<file path="src/rtl/ps2_pkg.sv">
// ps2_pkg: shared PS/2 definitions (tx state enum, default timings, command bytes).
package ps2_pkg;

    typedef enum logic [2:0] {
        TX_IDLE,
        TX_INHIBIT,
        TX_REQ,
        TX_DATA,
        TX_PARITY,
        TX_STOP,
        TX_ACK,
        TX_WAIT_IDLE
    } tx_state_t;

    localparam int PS2_INHIBIT_CYCLES = 5000;
    localparam int PS2_TIMEOUT_CYCLES = 750000;

    localparam logic [7:0] PS2_CMD_SET_LED = 8'hED;
    localparam logic [7:0] PS2_CMD_RESET   = 8'hFF;
    localparam logic [7:0] PS2_ACK         = 8'hFA;

    function automatic logic odd_parity(input logic [7:0] d);
        return ~^d;
    endfunction

endpackage

</file>
<file path="src/rtl/ps2_line_sync.sv">
// ps2_line_sync: 2-flop synchronizer plus falling-edge pulse for one PS/2 line.
module ps2_line_sync (
    input  logic CLK,
    input  logic reset,
    input  logic i_line,
    output logic o_level,
    output logic o_fall
);

    logic r_s1, r_s2, r_prev;

    // Reset to the idle-high bus level so leaving reset never fakes an edge.
    always_ff @(posedge CLK) begin
        if (reset) begin
            r_s1   <= 1'b1;
            r_s2   <= 1'b1;
            r_prev <= 1'b1;
        end else begin
            r_s1   <= i_line;
            r_s2   <= r_s1;
            r_prev <= r_s2;
        end
    end

    assign o_level = r_s2;
    assign o_fall  = r_prev & ~r_s2;

endmodule

</file>
<file path="src/rtl/ps2_host_tx.sv">
// ps2_host_tx: PS/2 host-to-device command transmitter driving open-drain pull-low enables.
// Define PS2_TX_TIMEOUT_EN to abort frames the device never finishes clocking.
module ps2_host_tx
    import ps2_pkg::*;
#(
    parameter int INHIBIT_CYCLES = PS2_INHIBIT_CYCLES,
    parameter int TIMEOUT_CYCLES = PS2_TIMEOUT_CYCLES
) (
    input  logic       CLK,
    input  logic       reset,
    input  logic [7:0] tx_data,
    input  logic       tx_valid,
    output logic       tx_ready,
    input  logic       PS2_CLK,
    input  logic       PS2_DATA,
    output logic       ps2_clk_low,
    output logic       ps2_data_low,
    output logic       tx_done,
    output logic       ack_err,
    output logic       timeout_err
);

    localparam int IW = $clog2(INHIBIT_CYCLES + 1);
    localparam logic [IW-1:0] INH_LAST = IW'(INHIBIT_CYCLES - 1);

    tx_state_t     r_state, w_state_n;
    logic [IW-1:0] r_cnt, w_cnt_n;
    logic [2:0]    r_bit, w_bit_n;
    logic [7:0]    r_data, w_data_n;
    logic          r_par, w_par_n;
    logic          r_tx_ready, r_clk_low, r_data_low, r_done, r_ack_err;
    logic          w_data_low_n, w_done_n, w_ack_err_n;
    logic          w_clk_lvl, w_clk_fall, w_data_lvl, w_unused_data_fall;
    logic          w_accept, w_tmo_hit;

    ps2_line_sync u_clk_sync (
        .CLK     (CLK),
        .reset   (reset),
        .i_line  (PS2_CLK),
        .o_level (w_clk_lvl),
        .o_fall  (w_clk_fall)
    );

    ps2_line_sync u_data_sync (
        .CLK     (CLK),
        .reset   (reset),
        .i_line  (PS2_DATA),
        .o_level (w_data_lvl),
        .o_fall  (w_unused_data_fall)
    );

    assign w_accept = tx_valid & r_tx_ready;

`ifdef PS2_TX_TIMEOUT_EN
    localparam int TW = $clog2(TIMEOUT_CYCLES + 1);
    localparam logic [TW-1:0] TMO_LAST = TW'(TIMEOUT_CYCLES - 1);

    logic [TW-1:0] r_tmo_cnt;
    logic          r_tmo_err;
    logic          w_tmo_active;

    // Watchdog spans from REQ entry until WAIT_IDLE is left.
    assign w_tmo_active = r_state inside {TX_REQ, TX_DATA, TX_PARITY, TX_STOP, TX_ACK, TX_WAIT_IDLE};
    assign w_tmo_hit    = w_tmo_active && (r_tmo_cnt == TMO_LAST);

    always_ff @(posedge CLK) begin
        if (reset) begin
            r_tmo_cnt <= '0;
            r_tmo_err <= 1'b0;
        end else begin
            r_tmo_cnt <= (w_tmo_active && !w_tmo_hit) ? r_tmo_cnt + 1'b1 : '0;
            r_tmo_err <= w_tmo_hit;
        end
    end

    assign timeout_err = r_tmo_err;
`else
    logic w_unused_tmo;

    assign w_tmo_hit    = 1'b0;
    assign w_unused_tmo = (TIMEOUT_CYCLES == 0);
    assign timeout_err  = 1'b0;
`endif

    always_comb begin
        w_state_n    = r_state;
        w_cnt_n      = r_cnt;
        w_bit_n      = r_bit;
        w_data_n     = r_data;
        w_par_n      = r_par;
        w_data_low_n = r_data_low;
        w_done_n     = 1'b0;
        w_ack_err_n  = r_ack_err;
        case (r_state)
            TX_IDLE: begin
                if (w_accept) begin
                    w_state_n    = TX_INHIBIT;
                    w_cnt_n      = '0;
                    w_data_n     = tx_data;
                    w_par_n      = odd_parity(tx_data);
                    w_data_low_n = (INH_LAST == '0);
                end
            end
            TX_INHIBIT: begin
                w_cnt_n = r_cnt + 1'b1;
                if (r_cnt == INH_LAST) w_state_n = TX_REQ;
                else if (w_cnt_n == INH_LAST) w_data_low_n = 1'b1;
            end
            TX_REQ: begin
                if (w_clk_fall) begin
                    w_state_n    = TX_DATA;
                    w_data_low_n = ~r_data[0];
                    w_bit_n      = 3'd1;
                end
            end
            TX_DATA: begin
                if (w_clk_fall) begin
                    w_data_low_n = ~r_data[r_bit];
                    w_bit_n      = r_bit + 1'b1;
                    if (r_bit == 3'd7) w_state_n = TX_PARITY;
                end
            end
            TX_PARITY: begin
                if (w_clk_fall) begin
                    w_data_low_n = ~r_par;
                    w_state_n    = TX_STOP;
                end
            end
            TX_STOP: begin
                if (w_clk_fall) begin
                    w_data_low_n = 1'b0;
                    w_state_n    = TX_ACK;
                end
            end
            TX_ACK: begin
                if (w_clk_fall) begin
                    w_ack_err_n = w_data_lvl;
                    w_state_n   = TX_WAIT_IDLE;
                end
            end
            TX_WAIT_IDLE: begin
                if (w_clk_lvl && w_data_lvl) begin
                    w_done_n  = 1'b1;
                    w_state_n = TX_IDLE;
                end
            end
            default: w_state_n = TX_IDLE;
        endcase
        if (w_tmo_hit) begin
            w_state_n = TX_IDLE;
            w_done_n  = 1'b0;
        end
    end

    // Pin enables and ready are decoded from the next state so every output is a flop.
    always_ff @(posedge CLK) begin
        if (reset) begin
            r_state    <= TX_IDLE;
            r_cnt      <= '0;
            r_bit      <= '0;
            r_data     <= '0;
            r_par      <= 1'b0;
            r_tx_ready <= 1'b1;
            r_clk_low  <= 1'b0;
            r_data_low <= 1'b0;
            r_done     <= 1'b0;
            r_ack_err  <= 1'b0;
        end else begin
            r_state    <= w_state_n;
            r_cnt      <= w_cnt_n;
            r_bit      <= w_bit_n;
            r_data     <= w_data_n;
            r_par      <= w_par_n;
            r_tx_ready <= (w_state_n == TX_IDLE);
            r_clk_low  <= (w_state_n == TX_INHIBIT);
            r_data_low <= (w_state_n == TX_IDLE) ? 1'b0 : w_data_low_n;
            r_done     <= w_done_n;
            r_ack_err  <= w_ack_err_n;
        end
    end

    assign tx_ready     = r_tx_ready;
    assign ps2_clk_low  = r_clk_low;
    assign ps2_data_low = r_data_low;
    assign tx_done      = r_done;
    assign ack_err      = r_ack_err;

endmodule

</file>
<file path="config.mk">
export PLATFORM = sky130hd
export DESIGN_NAME = ps2_host_tx
export DESIGN_NICKNAME = d
export VERILOG_FILES = /design/src/rtl/ps2_pkg.sv /design/src/rtl/ps2_line_sync.sv /design/src/rtl/ps2_host_tx.sv
export SDC_FILE = /design/constraint.sdc
export NUM_CORES = 1
export LEC_CHECK = 0
export BUFFER_PORTS_ARGS = -buffer_cell sky130_fd_sc_hd__buf_2
export CAP_MARGIN = 10
export CORE_MARGIN = 4
export CORE_UTILIZATION = 34
export DETAILED_ROUTE_END_ITERATION = 6
export SYNTH_ARGS = -nofsm -noshare
export SYNTH_HDL_FRONTEND = slang
export SYNTH_SLANG_ARGS = --single-unit
</file>
<file path="constraint.sdc">
create_clock -name CLK -period 2.3 [get_ports CLK]
set_input_delay 0.23 -clock CLK [delete_from_list [all_inputs] [get_ports CLK]]
set_output_delay 0.23 -clock CLK [all_outputs]
set_load 0.02 [all_outputs]
</file>
==> impl_results.rst <==
.. list-table::
   :header-rows: 1

   * - Metric
     - Value
   * - Kind of end point of the critical path
     - register
   * - Number of placed I/O pins
     - 19
   * - Via-to-Cell Ratio
     - 5.29
   * - Average footprint of a synthesized cell
     - 8.57 um2
   * - Row count
     - 28
   * - Share of the yosys chip area belonging to registers
     - 35.2%
   * - Largest fanout on the critical path
     - 7
   * - Post-synthesis net count
     - 269
   * - Post-synthesis register bit count
     - 38
   * - Final setup vio count
     - 0
   * - Time the worst path needs with I/O delays and setup
     - 2100 ps
   * - H-Tree Depth
     - 2
   * - Standard cell with the maximum stage delay on the critical path
     - dfxtp_1
   * - Buffer count from post-CTS setup fixing
     - 0
   * - Port Buffer Count
     - 17
   * - Cell chain of the critical path
     - ha_1 > nand3_1 > or2_1 > xnor2_1 > a31oi_1 > a211oi_1 > mux2i_1
   * - Drt first-iter violations
     - 123
   * - Synthesis Warnings
     - 0
   * - Layout overhead on the synthesized area
     - 8.05%
   * - Cell family with most CP delay
     - simple AND/OR/NAND/NOR gates
   * - EDFF count, synth
     - 0
   * - Initial core utilization
     - 35.8%
   * - Dominant cells by area after synthesis
     - dfxtp_1 35%, nor2_1 6.1%, mux2i_1 5.1%, xnor2_1 4.5%, a21oi_1 4.2%
   * - Data required time at the worst endpoint
     - 2520 ps
   * - Later-pin clock latency in the skew report
     - 290 ps
   * - Initial antenna violation count
     - 0
   * - Floorplan die area
     - 7690 um2
   * - Share of final-layout standard cells stronger than drive strength 1
     - 19.1%
   * - Total wire length
     - 4.54 mm
   * - Vias after detailed routing
     - 1,782
   * - Worst Max-Slew Pin Slew
     - 654 ps
   * - Setup TNS
     - 0 ps
   * - Unique masters post-synth
     - 59
   * - Number of standard cells after synthesis
     - 252
   * - Weighted congestion reported at the end of routability-driven placement
     - 0.883
   * - Number of buffers created by CTS
     - 5
   * - Core region area
     - 6030 um2
   * - Cts-stage hold buffer count
     - 0
   * - Die width
     - 87.7 um
   * - Clock tree from TritonCTS
     - done
   * - Maximum clock rate
     - 477 MHz
   * - Clock tree buffer depth
     - 2
   * - Post-Syn Area
     - 2160 um2
   * - Number of global-route vias before repair
     - 1,677
   * - Routed length per instance
     - 13.5 um
   * - Final Max Slew Viols
     - 0
   * - Post-route clock skew
     - 4.02 ps
   * - Max stage delay on crit path
     - 440 ps
   * - Total buffers and inverters traversed by the critical path
     - 0
   * - Power density cells
     - 559 nW/um2
   * - Slew headroom
     - 56.4%
   * - Remaining global-route overflow
     - 0
   * - CP arrival
     - 2320 ps
   * - Leading area contributor after synthesis
     - dfxtp_1
   * - RSZ-0062 raised after global routing
     - no
   * - Share of flip-flops with an asynchronous set or reset
     - 0%
   * - Leakage power
     - 0.823 nW
   * - Most frequently used flop master after synthesis
     - dfxtp_1
   * - Final setup slack of the worst path
     - 203 ps
   * - Worst IR drop on VDD
     - 0.299 mV
   * - Count of max-cap constraint violations
     - 0
   * - Run status
     - complete, no violations
   * - Post-placement worst setup slack
     - 272 ps
   * - Count of cells resized by post-cts repair
     - 0
   * - Portion of synthesized cell area occupied by the leading cell type
     - 35.2%
   * - Total DRC errors in the routed layout
     - 0
   * - Detailed-router iteration count before antenna repair
     - 4
   * - Largest net degree at the start of global routing
     - 37
   * - Die boundary height
     - 87.7 um
   * - Class of the most critical setup path
     - reg2reg
   * - Root cell of the clock tree
     - clkbuf_8
   * - Type of the most critical hold path
     - in2reg
   * - Clock tree sinks
     - 38
   * - Clock-pin slew on the worst setup and hold paths
     - 70 ps
   * - Detailed placer's ending HPWL
     - 3.24 mm
   * - Worst Setup Start Kind
     - register
   * - ANT cells
     - 0
   * - Number of hold violations in the final report
     - 0
   * - Global-route wire length before repair
     - 7.89 mm
   * - Global-route total usage across every layer
     - 12.8%
   * - Post-layout net count
     - 279
   * - Period utilisation layout
     - 91.2%
   * - Number of nets still failing antenna checks after routing
     - 0
==> routing by layer <==
metal / up-vias / wire, um / GRT usage (%)
met3: 5 / 283 / 2.54
met2: 59 / 2140 / 21.2
li1: 915 / - / -
met5: - / 0 / 0
met4: 0 / 41 / 3.77
met1: 803 / 2080 / 16.8
==> cell type report <==
type,count,area [um2]
clock buffer,5,68.8
sequential,38,761
multi-input combinational,189,1250
clock inverter,2,10.0
timing repair buffer,24,138
tap,75,93.8
fill,648,3690
inverter,4,15.0
==> stage by stage <==
stage	instances	cell area, um2	util (%)	hold WS, ps	total power [mW]
6_report	337	2330	38.7	115	1.30
5_1_grt	337	2330	38.7	115	1.36
4_1_cts	337	2330	38.7	104	1.33
3_5_place_dp	330	2250	37.4	402	0.882
3_3_place_gp	330	2250	37.4	394	0.880
2_1_floorplan	252	2160	-	334	0.840
==> cells in the final DEF, fill, tap and decap left out, types with 7 or more instances in the layout <==
master and n:
dfxtp_1 38, xnor2_1 11, buf_4 7, mux2i_1 11, nand3_1 12, nand2_1 14, o21ai_1 8, a21oi_1 18
nor2_1 35, buf_2 17
==> kinds of logic (layout without fill, tap and decap cells) <==
kind of cell,after synthesis,in the layout,synth area share (%)
AO/OA/AOI/OAI,54,54,16.0
XOR/XNOR,12,12,4.87
adder cells (fa/ha/maj),4,4,2.32
buffers and inverters,25,35,7.24
flip-flops,38,38,35.2
multiplexers,14,14,7.71
other,1,1,0.174
AND/OR/NAND/NOR,104,104,26.4
==> cell usage after synthesis, types with 2 or more instances <==
master	instances
nand4b_1	3
nand3b_1	2
clkbuf_1	10
nand2b_1	2
nand3_1	12
o31ai_1	2
a21oi_1	18
a211oi_1	5
nor3_1	3
nor2b_1	3
ha_1	4
o22a_1	2
dfxtp_1	38
mux2i_1	11
mux4_2	2
buf_2	4
xnor2_1	11
o21ai_0	2
a221oi_1	2
buf_6	5
or2_2	5
and2_1	3
inv_1	4
nand4_1	4
nand2_1	14
a31oi_1	5
or4b_1	2
nor2_1	35
o21ai_1	8
nor3b_1	2
==> power breakdown <==
group	switching [mW]	internal [mW]	total, mW
Combinational	0.0890	0.0736	0.163
Clock	0.235	0.204	0.439
Sequential	0.0213	0.680	0.702
==> final timing paths <==
kind | startpoint | end | slack (ps) | depth (start not counted)
max | r_cnt[0]$_SDFFE_PP0P_ | ps2_data_low$_SDFFE_PP0P_ | 200 | 7
min | PS2_CLK | u_clk_sync.r_s1$_SDFF_PP1_ | 120 | 2
max reg2reg | r_cnt[0]$_SDFFE_PP0P_ | ps2_data_low$_SDFFE_PP0P_ | 200 | 7
min reg2reg | u_clk_sync.r_s1$_SDFF_PP1_ | u_clk_sync.o_level$_SDFF_PP1_ | 420 | 1
==> flip-flops by register name (all words and copies together) (netlist names) <==
register	flops
ps2_clk_low	1
tx_ready	1
u_data_sync.o_level	1
r_data	8
r_bit	3
r_cnt	13
u_clk_sync.r_s1	1
r_par	1
u_clk_sync.o_level	1
r_state	3
u_clk_sync.r_prev	1
tx_done	1
ps2_data_low	1
ack_err	1
u_data_sync.r_s1	1
(Power assumes the default switching activity.)
